===== src/rtl/ins_prefetch_q_if.sv =====
// Bus bundle for the instruction prefetch queue: ROM fetch side, CPU
// decode side and redirect. The master modport is the prefetch queue.
// The slave modport is the environment, which is the ROM plus the CPU.
interface ins_prefetch_q_if #(
  parameter int DEPTH = 4,
  parameter int AW    = 16,
  parameter int DW    = 16
);
  localparam int CW = $clog2(DEPTH) + 1;

  // ROM fetch port
  logic          rom_req;
  logic [AW-1:0] rom_addr;
  logic [DW-1:0] rom_dout;
  logic          rom_en_out;

  // CPU decode port
  logic [DW-1:0] ins_out;
  logic [AW-1:0] ins_pc;
  logic          ins_valid;
  logic          ins_ready;

  // Control flow redirect and debug
  logic          redirect;
  logic [AW-1:0] redirect_pc;
  logic [CW-1:0] q_count;

  modport master (
    output rom_req, rom_addr, ins_out, ins_pc, ins_valid, q_count,
    input  rom_dout, rom_en_out, ins_ready, redirect, redirect_pc
  );

  modport slave (
    input  rom_req, rom_addr, ins_out, ins_pc, ins_valid, q_count,
    output rom_dout, rom_en_out, ins_ready, redirect, redirect_pc
  );
endinterface


===== src/rtl/ins_prefetch_q.sv =====
// Instruction prefetch queue. It issues one word fetch at a time to the ROM.
// It buffers each returned word together with its address in a circular FIFO.
// It hands the head entry to decode through a valid/ready handshake.
// A redirect flushes the FIFO and restarts fetching at a new address.
// A response that is still in flight at the time of a redirect is discarded.
module ins_prefetch_q #(
  parameter int            DEPTH    = 4,
  parameter int            AW       = 16,
  parameter int            DW       = 16,
  parameter logic [AW-1:0] RESET_PC = '0
) (
  input  logic              clk,
  input  logic              rst,   // asynchronous, active-low
  ins_prefetch_q_if.master  bus
);
  localparam int PW = $clog2(DEPTH);
  localparam int CW = PW + 1;

  localparam logic [1:0] S_IDLE = 2'd0;
  localparam logic [1:0] S_WAIT = 2'd1;
  localparam logic [1:0] S_DROP = 2'd2;

  logic [1:0]    state_q, state_d;
  logic [AW-1:0] pc_q, pc_d;
  logic [AW-1:0] rom_addr_q, rom_addr_d;
  logic          rom_req_q, rom_req_d;
  logic [PW-1:0] rd_ptr_q, rd_ptr_d;
  logic [PW-1:0] wr_ptr_q, wr_ptr_d;
  logic [CW-1:0] count_q, count_d;
  logic [DW-1:0] word_mem [DEPTH];
  logic [AW-1:0] pc_mem   [DEPTH];
  logic          push;
  logic          pop;
  logic          not_empty;

  assign not_empty = (count_q != '0);
  assign pop       = not_empty && bus.ins_ready && !bus.redirect;

  // Fetch FSM: issue a request, wait for the reply, or drop a stale reply
  always_comb begin
    // NOTE: every signal written in this block gets a default first, so no latch can be inferred.
    state_d    = state_q;
    pc_d       = pc_q;
    rom_req_d  = 1'b0;
    rom_addr_d = rom_addr_q;
    push       = 1'b0;
    if (bus.redirect) begin
      pc_d = bus.redirect_pc;
      case (state_q)
        // The reply to the outstanding request is still owed. If it lands in
        // this same cycle, it is already consumed and there is nothing left
        // to drop.
        S_WAIT, S_DROP: state_d = bus.rom_en_out ? S_IDLE : S_DROP;
        default:        state_d = S_IDLE;
      endcase
    end else begin
      case (state_q)
        S_IDLE: begin
          if (count_q < CW'(DEPTH)) begin
            rom_req_d  = 1'b1;
            rom_addr_d = pc_q;
            pc_d       = pc_q + AW'(1);
            state_d    = S_WAIT;
          end
        end
        S_WAIT: begin
          if (bus.rom_en_out) begin
            push    = 1'b1;
            state_d = S_IDLE;
          end
        end
        S_DROP: begin
          if (bus.rom_en_out) state_d = S_IDLE;
        end
        default: state_d = S_IDLE;
      endcase
    end
  end

  // FIFO bookkeeping: pointers wrap naturally because DEPTH is a power of two
  always_comb begin
    rd_ptr_d = rd_ptr_q;
    wr_ptr_d = wr_ptr_q;
    count_d  = count_q;
    if (bus.redirect) begin
      rd_ptr_d = '0;
      wr_ptr_d = '0;
      count_d  = '0;
    end else begin
      if (push) wr_ptr_d = wr_ptr_q + PW'(1);
      if (pop)  rd_ptr_d = rd_ptr_q + PW'(1);
      case ({push, pop})
        2'b10:   count_d = count_q + CW'(1);
        2'b01:   count_d = count_q - CW'(1);
        default: count_d = count_q;
      endcase
    end
  end

  // Control and pointer registers
  always_ff @(posedge clk or negedge rst) begin
    // NOTE: sequential state uses non-blocking assignments, so every register samples pre-edge values.
    if (!rst) begin
      state_q    <= S_IDLE;
      pc_q       <= RESET_PC;
      rom_addr_q <= '0;
      rom_req_q  <= 1'b0;
      rd_ptr_q   <= '0;
      wr_ptr_q   <= '0;
      count_q    <= '0;
    end else begin
      state_q    <= state_d;
      pc_q       <= pc_d;
      rom_addr_q <= rom_addr_d;
      rom_req_q  <= rom_req_d;
      rd_ptr_q   <= rd_ptr_d;
      wr_ptr_q   <= wr_ptr_d;
      count_q    <= count_d;
    end
  end

  // Entry storage, tagged with the address of the request that produced it
  always_ff @(posedge clk) begin
    // NOTE: storage is deliberately not reset; validity comes from count_q and the head is masked when empty.
    if (push) begin
      word_mem[wr_ptr_q] <= bus.rom_dout;
      pc_mem[wr_ptr_q]   <= rom_addr_q;
    end
  end

  assign bus.rom_req   = rom_req_q;
  assign bus.rom_addr  = rom_addr_q;
  assign bus.q_count   = count_q;
  assign bus.ins_valid = not_empty;
  assign bus.ins_out   = not_empty ? word_mem[rd_ptr_q] : '0;
  assign bus.ins_pc    = not_empty ? pc_mem[rd_ptr_q]   : '0;
endmodule

===== src/flat_wrapper.sv =====
// flat-port wrapper written by rule: the top's interface ports become plain ports
module ins_prefetch_q_flat 
#(
  parameter int            DEPTH    = 4,
  parameter int            AW       = 16,
  parameter int            DW       = 16,
  parameter logic [AW-1:0] RESET_PC = '0
)
  (clk, rst, bus_rom_req, bus_rom_addr, bus_ins_out, bus_ins_pc, bus_ins_valid, bus_q_count, bus_rom_dout, bus_rom_en_out, bus_ins_ready, bus_redirect, bus_redirect_pc);
  ins_prefetch_q_if #(.DEPTH(DEPTH), .AW(AW), .DW(DW)) bus_i ();
  input  logic clk;
  input  logic rst;
  output wire logic [$bits(bus_i.rom_req)-1:0] bus_rom_req;
  output wire logic [$bits(bus_i.rom_addr)-1:0] bus_rom_addr;
  output wire logic [$bits(bus_i.ins_out)-1:0] bus_ins_out;
  output wire logic [$bits(bus_i.ins_pc)-1:0] bus_ins_pc;
  output wire logic [$bits(bus_i.ins_valid)-1:0] bus_ins_valid;
  output wire logic [$bits(bus_i.q_count)-1:0] bus_q_count;
  input wire logic [$bits(bus_i.rom_dout)-1:0] bus_rom_dout;
  input wire logic [$bits(bus_i.rom_en_out)-1:0] bus_rom_en_out;
  input wire logic [$bits(bus_i.ins_ready)-1:0] bus_ins_ready;
  input wire logic [$bits(bus_i.redirect)-1:0] bus_redirect;
  input wire logic [$bits(bus_i.redirect_pc)-1:0] bus_redirect_pc;
  assign bus_rom_req = bus_i.rom_req;
  assign bus_rom_addr = bus_i.rom_addr;
  assign bus_ins_out = bus_i.ins_out;
  assign bus_ins_pc = bus_i.ins_pc;
  assign bus_ins_valid = bus_i.ins_valid;
  assign bus_q_count = bus_i.q_count;
  assign bus_i.rom_dout = bus_rom_dout;
  assign bus_i.rom_en_out = bus_rom_en_out;
  assign bus_i.ins_ready = bus_ins_ready;
  assign bus_i.redirect = bus_redirect;
  assign bus_i.redirect_pc = bus_redirect_pc;
  ins_prefetch_q #(.DEPTH(DEPTH), .AW(AW), .DW(DW), .RESET_PC(RESET_PC)) u_core (.clk(clk), .rst(rst), .bus(bus_i));
endmodule

===== config.mk =====
export PLATFORM = sky130hd
export DESIGN_NAME = ins_prefetch_q_flat
export DESIGN_NICKNAME = d
export VERILOG_FILES = /design/src/rtl/ins_prefetch_q_if.sv /design/src/rtl/ins_prefetch_q.sv /design/src/flat_wrapper.sv
export SDC_FILE = /design/constraint.sdc
export NUM_CORES = 1
export LEC_CHECK = 0
export BUFFER_PORTS_ARGS = -buffer_cell sky130_fd_sc_hd__buf_4
export CORE_MARGIN = 1.5
export CORE_UTILIZATION = 52
export DETAILED_ROUTE_END_ITERATION = 7
export PLACE_DENSITY = 0.8
export SLEW_MARGIN = 20
export SYNTH_ARGS = -nofsm -noshare
export SYNTH_HDL_FRONTEND = slang
export SYNTH_SLANG_ARGS = --single-unit

===== constraint.sdc =====
create_clock -name clk -period 2.3 [get_ports clk]
set_clock_uncertainty 0.15 [all_clocks]
set_input_delay 0.46 -clock clk [delete_from_list [all_inputs] [get_ports clk]]
set_output_delay 0.46 -clock clk [all_outputs]
set_load 0.005 [all_outputs]

==> impl_metrics.py, run 1 <==
metrics = {
    "yosys": {
        "synthTopCellsByArea": "edfxtp_1 (55%), dfrtp_1 (15%), mux4_2 (11%), and2_1 (3.3%), mux2_4 (1.9%)",
        "synth-warning-count": 0,
        "synthMuxAreaShare": 0.144,
        "synth-xor-area-share": 0.0188,
        "ys_seq_area_frac": 0.700,
        "synth.largest_area_cell": "edfxtp_1",
        "synth_area_um2": 7000,
        "synth_top_area_share": 0.549,
        "synth_seq_cells": 170,
        "synth_top_family_by_area": "multiplexers",
        "ys_types": 41,
        "syn_area_per_cell_um2": 17.6,
        "synth-compound-area-share": 0.0213,
        "synth.top_cells.by_count": "edfxtp_1 (128), dfrtp_1 (42), and2_1 (37)",
        "synth-edff-count": 128,
        "netlist_instances": 398,
        "synth_most_common_cell": "edfxtp_1",
        "ys_async_sr_fraction": 0.247,
        "synthSimpleGateAreaFrac": 0.0823,
        "ys.flop_type": "edfxtp_1",
        "synth_fa_ha_area_frac": 0.0154,
        "syn_nets": 443,
    },
    "power": {
        "power_density_nw_per_um2": 1190,
        "leakage_nw": 3.31,
        "power_frac_seq": 0.404,
        "switching_power_w": 0.00296,
        "power.total_w": 0.0105,
        "p_int_w": 0.00753,
        "ir_drop_uv": 556,
        "p_sw_frac": 0.282,
        "pwr-share-clk": 0.273,
        "comb_power_share": 0.323,
    },
    "floorplan": {
        "initial_utilization": 0.530,
        "io_pins": 90,
        "rows": 42,
        "coreArea_um2": 13200,
        "fp.dieH_um": 119,
        "fp.dieW_um": 119,
        "dieArea_um2": 14200,
    },
    "worst_setup_path": {
        "worstPathMaxFanout": 7,
        "reg2reg_slack_ns": 0.12,
        "r2r-start": "u_core.state_q[0]",
        "start_kind": "flop",
        "cp-end-kind": "output port",
        "worstReg2RegEnd": "u_core.bus.q_count[2]",
        "criticalPathCategory": "flop to output port",
        "crit_end": "bus_ins_pc[7]",
        "cp_data_required_time_ns": 1.69,
        "cp.arrival_ns": 1.91,
        "reg2reg_depth": 7,
        "crit_start": "u_core.rd_ptr_q[0]",
    },
    "timing": {
        "finalHoldViolations": 0,
        "rsz0062_at_grt": "true",
        "period_needed_ns": 2.52,
        "setup_viol": 32,
        "worst_slack_ns": -0.216,
        "timing.final.crit_share": 1.09,
        "slew_headroom": 0.639,
        "worstMarginPinSlew_ns": 0.542,
        "hold_ws_ns": 0.0970,
        "fmax_mhz": 397,
        "finalMaxSlewViolations": 0,
    },
    "global_route": {
        "grt_max_degree": 43,
        "grt_overflow": 0,
        "antenna_found_initial": 0,
        "grt_usage": 0.200,
        "grt_pass1_wl_um": 21200,
        "grt_pass1_vias": 3967,
    },
    "detailed_routing": {
        "drc": 0,
        "drt_first_pass_iters": 4,
        "drt-total-wl_um": 13100,
        "drt.antenna.violating_nets": 0,
        "via_per_inst": 5.33,
        "drt-initial-drc-count": 304,
        "num_vias": 3760,
        "routedWlPerCell_um": 18.6,
    },
    "place": {
        "place_ws_ns": 0.133,
        "hpwl_um": 8570,
        "placedCellCount": 665,
        "place.gp.congestion": 0.792,
        "port_buffers": 89,
    },
    "layout": {
        "stdcell_count": 706,
        "drive_gt1_frac": 0.430,
        "area_growth_pct": 26.2,
        "regArea_um2": 4900,
        "multiInputGateArea_um2": 2010,
        "fillers": 870,
        "nets": 562,
        "diodes": 0,
    },
    "outcome": {
        "violations": "negative setup slack",
        "status": "finished, violations left",
    },
    "clock_tree": {
        "clk_latency_ns": 0.42,
        "cts-root-buf": "clkbuf_16",
        "cts_max_level": 4,
        "clock_sinks": 170,
        "clkTransAtPathRegs_ns": 0.06,
        "cts_buffer_depth": 2,
        "cts_made_buffers": 17,
        "cts_tree": "yes",
    },
    "worst_hold_path": {
        "hold_depth": 1,
        "hp-class": "primary input to flop",
    },
    "flow_run": {
        "max_cap_viol_count": 0,
    },
}
cells by family after synthesis:
family	after synthesis
AOI/OAI and AO/OA	24
xor gates and xnor gates	15
adders and majority gates	8
buffers and inverters	28
DFF	170
muxes	54
and+or+nand+nor	99
power groups by stage:
stage	sequential [W]	clock, W	combinational [W]
2_1_floorplan	0.00415	0	0.00171
3_3_place_gp	0.00426	0	0.00292
3_5_place_dp	0.00431	0	0.00298
4_1_cts	0.00423	0.00291	0.00337
5_1_grt	0.00429	0.00304	0.00366
6_report	0.00424	0.00287	0.00339
worst min path at each step:
stage                                start                     end  slack (ns)
after floorplan                        rst   u_core.bus.q_count[0]        0.01
after global placement                 rst          u_core.pc_q[5]        0.33
after detailed placement               rst          u_core.pc_q[6]        0.34
after CTS                 bus_rom_dout[14]  u_core.word_mem[3][14]        0.07
after global routing      bus_rom_dout[11]  u_core.word_mem[3][11]        0.07
final                     bus_rom_dout[15]  u_core.word_mem[0][15]         0.1
worst max-delay path: stages (launching register included):
cell     delay [ns]
dfrtp_2        0.41
buf_4          0.15
buf_12         0.13
mux4_2         0.49
and2_1         0.18
buf_4          0.13
flip-flops by register name (all words and copies together) (netlist names):
register	flops
u_core.bus.q_count	3
u_core.bus.rom_addr	16
u_core.bus.rom_req	1
u_core.pc_mem	64
u_core.pc_q	16
u_core.rd_ptr_q	2
u_core.state_q	2
u_core.word_mem	64
u_core.wr_ptr_q	2
placed cells by master, fill, tap and decap left out, types with 6 or more instances in the layout:
cell type and n:
and2_1 18, and2_4 16, buf_12 7, buf_4 98
buf_6 10, clkbuf_16 17, dfrtp_1 40, edfxtp_1 128
ha_1 7, inv_1 9, inv_6 6, mux2_2 7
mux2_4 9, mux4_2 33, nand2_1 20, nor2_1 11
nor3_1 8, o21ai_0 11, xnor2_1 9, xor2_1 6
final cells by class:
| type | instances | area share |
|---|---|---|
| multi-input cells | 200 | 0.228 |
| well taps | 176 | 0.0249 |
| clock inverters | 15 | 0.0206 |
| flip-flops and latches | 170 | 0.555 |
| clock buffers | 17 | 0.0482 |
| inverters | 9 | 0.00383 |
| repair buffers | 119 | 0.120 |
through the flow:
stage | TNS [ns] | cell area (µm²) | utilization
after detailed placement | 0 | 8030 | 0.609
after floorplan | 0 | 7000 | -
after global routing | -8.07 | 8830 | 0.669
after CTS | -5.78 | 8800 | 0.667
after global placement | 0 | 8030 | 0.609
final | -5.77 | 8830 | 0.669
layer usage:
metal  GRT usage  wire [µm]
met4      0.0648        101
met2       0.316       6540
met1       0.278       5980
met3      0.0469        483
met5           0          0
repair_timing:
item / in CTS / in global routing
pin swaps: 0 / 2
endpoints found under the setup margin: 32 / 33
cloned: 2 / 0
resized for setup: 23 / 12
hold endpoints to repair: 42 / 0
buffers inserted: 5 / 2
hold buffers: 1 / 0
Note: power is estimated with default switching activity, not from simulation.
==> inputs of run 2 (changes only) <==
Settings changed: CORE_ASPECT_RATIO set to 0.8.
==> impl_metrics.py, run 2 (synthesized netlist as in run 1, its figures left out) <==
metrics = {
    "layout": {
        "nets": 556,
        "area_growth_pct": 28.1,
        "drive_gt1_frac": 0.452,
        "stdcell_count": 699,
        "final_common_cell": "edfxtp_1",
        "reg_top3": "u_core.pc_mem: 64 flops, u_core.word_mem: 64 flops",
        "stdcell_area_um2": 8960,
        "final_cell_mix": "edfxtp_1 (128), buf_4 (64), dfrtp_1 (40), mux4_2 (33), buf_6 (33)",
        "diodes": 0,
    },
    "clock_tree": {
        "clk_latency_ns": 0.42,
        "cts-root-buf": "clkbuf_16",
        "cts_tree": "yes",
        "cts_buffer_depth": 2,
        "clkTransAtPathRegs_ns": 0.06,
        "cts_max_level": 4,
        "clock_sinks": 170,
        "cts_made_buffers": 17,
    },
    "timing": {
        "worstMarginPinSlew_ns": 0.519,
        "setup_viol": 32,
        "fmax_mhz": 401,
        "hold_ws_ns": 0.0939,
        "finalHoldViolations": 0,
        "rsz0062_at_grt": "true",
        "worst_slack_ns": -0.195,
        "timing.final.crit_share": 1.08,
        "slew_headroom": 0.654,
        "finalMaxSlewViolations": 0,
        "period_needed_ns": 2.49,
    },
    "place": {
        "port_buffers": 89,
        "place.gp.congestion": 0.796,
        "hpwl_um": 8630,
        "place_area_um2": 8030,
        "placedCellCount": 660,
    },
    "power": {
        "comb_power_share": 0.355,
        "ir_drop_uv": 634,
        "power_frac_seq": 0.390,
        "switching_power_w": 0.00307,
        "p_sw_frac": 0.282,
        "leakage_nw": 3.33,
        "pwr-share-clk": 0.255,
        "p_int_w": 0.00781,
        "power_density_nw_per_um2": 1210,
    },
    "worst_setup_path": {
        "r2r-start": "u_core.state_q[0]",
        "slowest_stage": "mux4_2",
        "cp.arrival_ns": 1.88,
        "cp_data_required_time_ns": 1.69,
        "path_cells": "buf_6, clkbuf_16, mux4_2, and2_4, buf_6",
        "cp-end-kind": "output port",
        "reg2reg_slack_ns": 0.19,
        "criticalPathCategory": "flop to output port",
        "worstReg2RegEnd": "u_core.pc_q[14]",
        "path_common_cell": "buf_6",
        "reg2reg_depth": 6,
        "cp_slowest_stage_delay_ns": 0.51,
        "start_kind": "flop",
        "worstPathMaxFanout": 6,
    },
    "detailed_routing": {
        "drc": 0,
        "drt.antenna.violating_nets": 0,
        "drt-initial-drc-count": 364,
        "routedWlPerCell_um": 20.3,
        "via_per_inst": 5.49,
        "num_vias": 3839,
        "drt_first_pass_iters": 4,
        "drt-total-wl_um": 14200,
    },
    "floorplan": {
        "initial_utilization": 0.538,
        "rows": 37,
        "dieArea_um2": 14200,
        "coreArea_um2": 13000,
        "fp.dieH_um": 107,
        "fp.dieW_um": 133,
        "io_pins": 90,
    },
    "global_route": {
        "grt_usage": 0.207,
        "grt_max_degree": 43,
        "grt_pass1_vias": 3936,
        "grt_overflow": 0,
        "antenna_found_initial": 0,
        "grt_pass1_wl_um": 21500,
    },
    "worst_hold_path": {
        "min_to": "u_core.word_mem[3][2]",
        "hp-start": "bus_rom_dout[2]",
        "hp-class": "primary input to flop",
        "hold_depth": 1,
    },
    "outcome": {
        "status": "finished, violations left",
        "violations": "negative setup slack",
    },
    "flow_run": {
        "max_cap_viol_count": 0,
    },
}
run 2: cell count changes in the layout (fill, tap and decap cells not counted), moves of 3 or more:
cell	previous run	this run
buf_6	10	33
and2_4	16	32
and2_1	18	2
buf_12	7	12
buf_4	98	64
clkinv_2	1	4
clkbuf_16	17	20
run 2: cell type report:
class,count,area [µm²]
timing repair buffer,113,1180
multi-input combinational,200,2060
clock buffer,18,429
tap,175,219
clock inverter,14,145
inverter,9,33.8
sequential,170,4900
fill,808,4050
run 2: worst max-delay path by stage:
stage,startpoint,end,slack (ns),cells past startpoint
2_1_floorplan,u_core.state_q[1],u_core.pc_mem[0][0],0.04,5
3_3_place_gp,u_core.rd_ptr_q[0],bus_ins_pc[0],0.23,4
3_5_place_dp,u_core.rd_ptr_q[0],bus_ins_pc[10],0.20,4
4_1_cts,u_core.rd_ptr_q[0],bus_ins_pc[11],-0.23,4
5_1_grt,u_core.rd_ptr_q[0],bus_ins_out[9],-0.25,5
6_report,u_core.rd_ptr_q[0],bus_ins_pc[4],-0.19,5
run 2: stage by stage:
step	total power, W	setup TNS, ns	utilization	setup WS, ns
6_report	0.0109	-5.44	0.689	-0.195
5_1_grt	0.0114	-7.23	0.689	-0.251
4_1_cts	0.0103	-6.27	0.669	-0.232
3_5_place_dp	0.00729	0	0.617	0.199
3_3_place_gp	0.00717	0	0.617	0.231
2_1_floorplan	0.00587	0	-	0.0403
run 2: power by group through the flow:
stage,Clock (W),Sequential [W],Combinational (W)
2_1_floorplan,0,0.00415,0.00171
3_3_place_gp,0,0.00425,0.00292
3_5_place_dp,0,0.00429,0.00300
4_1_cts,0.00281,0.00424,0.00325
5_1_grt,0.00295,0.00430,0.00413
6_report,0.00277,0.00424,0.00386
run 2: critical path: cells and delay by family, from the launching register on:
| family | cells | cell delay, ns |
|---|---|---|
| muxes | 1 | 0.51 |
| DFF | 1 | 0.40 |
| buffers and inverters | 3 | 0.39 |
| and+or+nand+nor | 1 | 0.18 |
run 2: routing by layer:
metal  up-vias  track usage  wire (µm)
li1       1739            -          -
met1      1963        0.292       6340
met2       125        0.318       6910
met3        12       0.0515        827
met4         0       0.0738        144
met5         -            0          0
run 2: repair_timing:
item,4_1_cts,5_1_grt
pin swaps,1,5
hold buffers,1,0
buffers inserted,0,2
resized for setup,26,47
cloned,0,4
setup endpoints to repair,33,34
endpoints found under the hold margin,42,0
==> inputs of run 3 (changes only) <==
Settings changed: CTS_BUF_LIST set to sky130_fd_sc_hd__clkbuf_16.
==> impl_metrics.py, run 3 (synthesized netlist as in run 1, its figures left out) <==
metrics = {
    "outcome": {
        "status": "finished, violations left",
        "violations": "negative setup slack",
    },
    "place": {
        "place_ws_ns": 0.199,
        "place.gp.congestion": 0.796,
        "port_buffers": 89,
        "hpwl_um": 8630,
    },
    "layout": {
        "reg_top3": "u_core.pc_mem: 64 flops, u_core.word_mem: 64 flops",
        "multiInputGateArea_um2": 2060,
        "fin_util": 0.689,
        "drive_gt1_frac": 0.452,
        "final_cell_mix": "edfxtp_1 (128), buf_4 (64), dfrtp_1 (40), mux4_2 (33), buf_6 (33)",
        "diodes": 0,
        "regArea_um2": 4900,
        "area_growth_pct": 28.1,
        "final_common_cell": "edfxtp_1",
        "nets": 556,
        "fillers": 808,
    },
    "timing": {
        "setup_viol": 32,
        "worst_slack_ns": -0.195,
        "period_needed_ns": 2.49,
        "worstMarginPinSlew_ns": 0.519,
        "finalMaxSlewViolations": 0,
        "hold_ws_ns": 0.0939,
        "finalHoldViolations": 0,
        "fin_tns_setup_ns": -5.44,
        "fmax_mhz": 401,
        "slew_headroom": 0.654,
        "rsz0062_at_grt": "true",
        "timing.final.crit_share": 1.08,
    },
    "detailed_routing": {
        "drc": 0,
        "drt-total-wl_um": 14200,
        "drt_first_pass_iters": 4,
        "drt-initial-drc-count": 364,
        "drt.antenna.violating_nets": 0,
        "routedWlPerCell_um": 20.3,
        "via_per_inst": 5.49,
        "num_vias": 3839,
    },
    "worst_hold_path": {
        "hp-class": "primary input to flop",
        "hold_depth": 1,
        "hp-start": "bus_rom_dout[2]",
        "min_to": "u_core.word_mem[3][2]",
    },
    "global_route": {
        "grt_usage": 0.207,
        "grt_pass1_vias": 3936,
        "grt_max_degree": 43,
        "grt_overflow": 0,
        "grt_pass1_wl_um": 21500,
        "antenna_found_initial": 0,
    },
    "worst_setup_path": {
        "criticalPathCategory": "flop to output port",
        "cp_data_required_time_ns": 1.69,
        "worstPathMaxFanout": 6,
        "cp.arrival_ns": 1.88,
        "reg2reg_slack_ns": 0.19,
        "start_kind": "flop",
        "worstReg2RegEnd": "u_core.pc_q[14]",
        "cp-end-kind": "output port",
        "r2r-start": "u_core.state_q[0]",
        "crit_start": "u_core.rd_ptr_q[0]",
        "reg2reg_depth": 6,
    },
    "clock_tree": {
        "cts_tree": "yes",
        "cts-root-buf": "clkbuf_16",
        "clk_latency_ns": 0.42,
        "clkTransAtPathRegs_ns": 0.06,
        "cts_made_buffers": 17,
        "clock_sinks": 170,
        "cts_buffer_depth": 2,
        "cts_max_level": 4,
    },
    "floorplan": {
        "fp.dieH_um": 107,
        "dieArea_um2": 14200,
        "io_pins": 90,
        "initial_utilization": 0.538,
        "coreArea_um2": 13000,
        "rows": 37,
        "fp.dieW_um": 133,
    },
    "power": {
        "switching_power_w": 0.00307,
        "comb_power_share": 0.355,
        "leakage_nw": 3.34,
        "ir_drop_uv": 634,
        "power_frac_seq": 0.390,
        "pwr-share-clk": 0.255,
        "p_sw_frac": 0.282,
        "p_int_w": 0.00780,
        "power_density_nw_per_um2": 1210,
        "power.total_w": 0.0109,
    },
    "flow_run": {
        "max_cap_viol_count": 0,
    },
}
## run 3: cell type report
class,count,share of cell area
inverters,9,0.00377
repair buffers,113,0.131
clock inverters,15,0.0166
multi-input cells,200,0.230
clock buffers,17,0.0475
flip-flops and latches,170,0.547
well taps,175,0.0244
## run 3: worst max path at each step
stage | endpoint | slack (ns)
finish | bus_ins_pc[4] | -0.19
global route | bus_ins_out[9] | -0.25
CTS | bus_ins_pc[11] | -0.23
detailed placement | bus_ins_pc[10] | 0.20
global placement | bus_ins_pc[0] | 0.23
floorplan | u_core.pc_mem[0][0] | 0.04
## run 3: stage by stage
| step | cell area [µm²] | std cells |
|---|---|---|
| global placement | 8030 | 660 |
| CTS | 8700 | 693 |
| detailed placement | 8030 | 660 |
| finish | 8960 | 699 |
| global route | 8960 | 699 |
| floorplan | 7000 | 398 |
## run 3: repair_timing
action	in CTS	in global routing
resized for setup	26	47
setup buffers	0	2
hold buffers	1	0
cloned	0	4
pin swaps	1	5
endpoints found under the setup margin	33	34
endpoints found under the hold margin	42	0
## run 3: worst max-delay path, cell delays in order (launching register included)
cell	delay (ns)
dfrtp_2	0.40
buf_6	0.13
clkbuf_16	0.15
mux4_2	0.51
and2_4	0.18
buf_6	0.11
## run 3: power groups by stage
stage	sequential, W	clock [W]	combinational, W
3_5_place_dp	0.00429	0	0.00300
2_1_floorplan	0.00415	0	0.00171
5_1_grt	0.00430	0.00294	0.00413
6_report	0.00424	0.00277	0.00386
3_3_place_gp	0.00425	0	0.00292
4_1_cts	0.00424	0.00280	0.00325
## run 3: routing by layer
layer	GRT usage	up-vias	wire [µm]
li1	-	1739	-
met1	0.292	1963	6340
met2	0.318	125	6910
met3	0.0515	12	827
met4	0.0738	0	144
met5	0	-	0
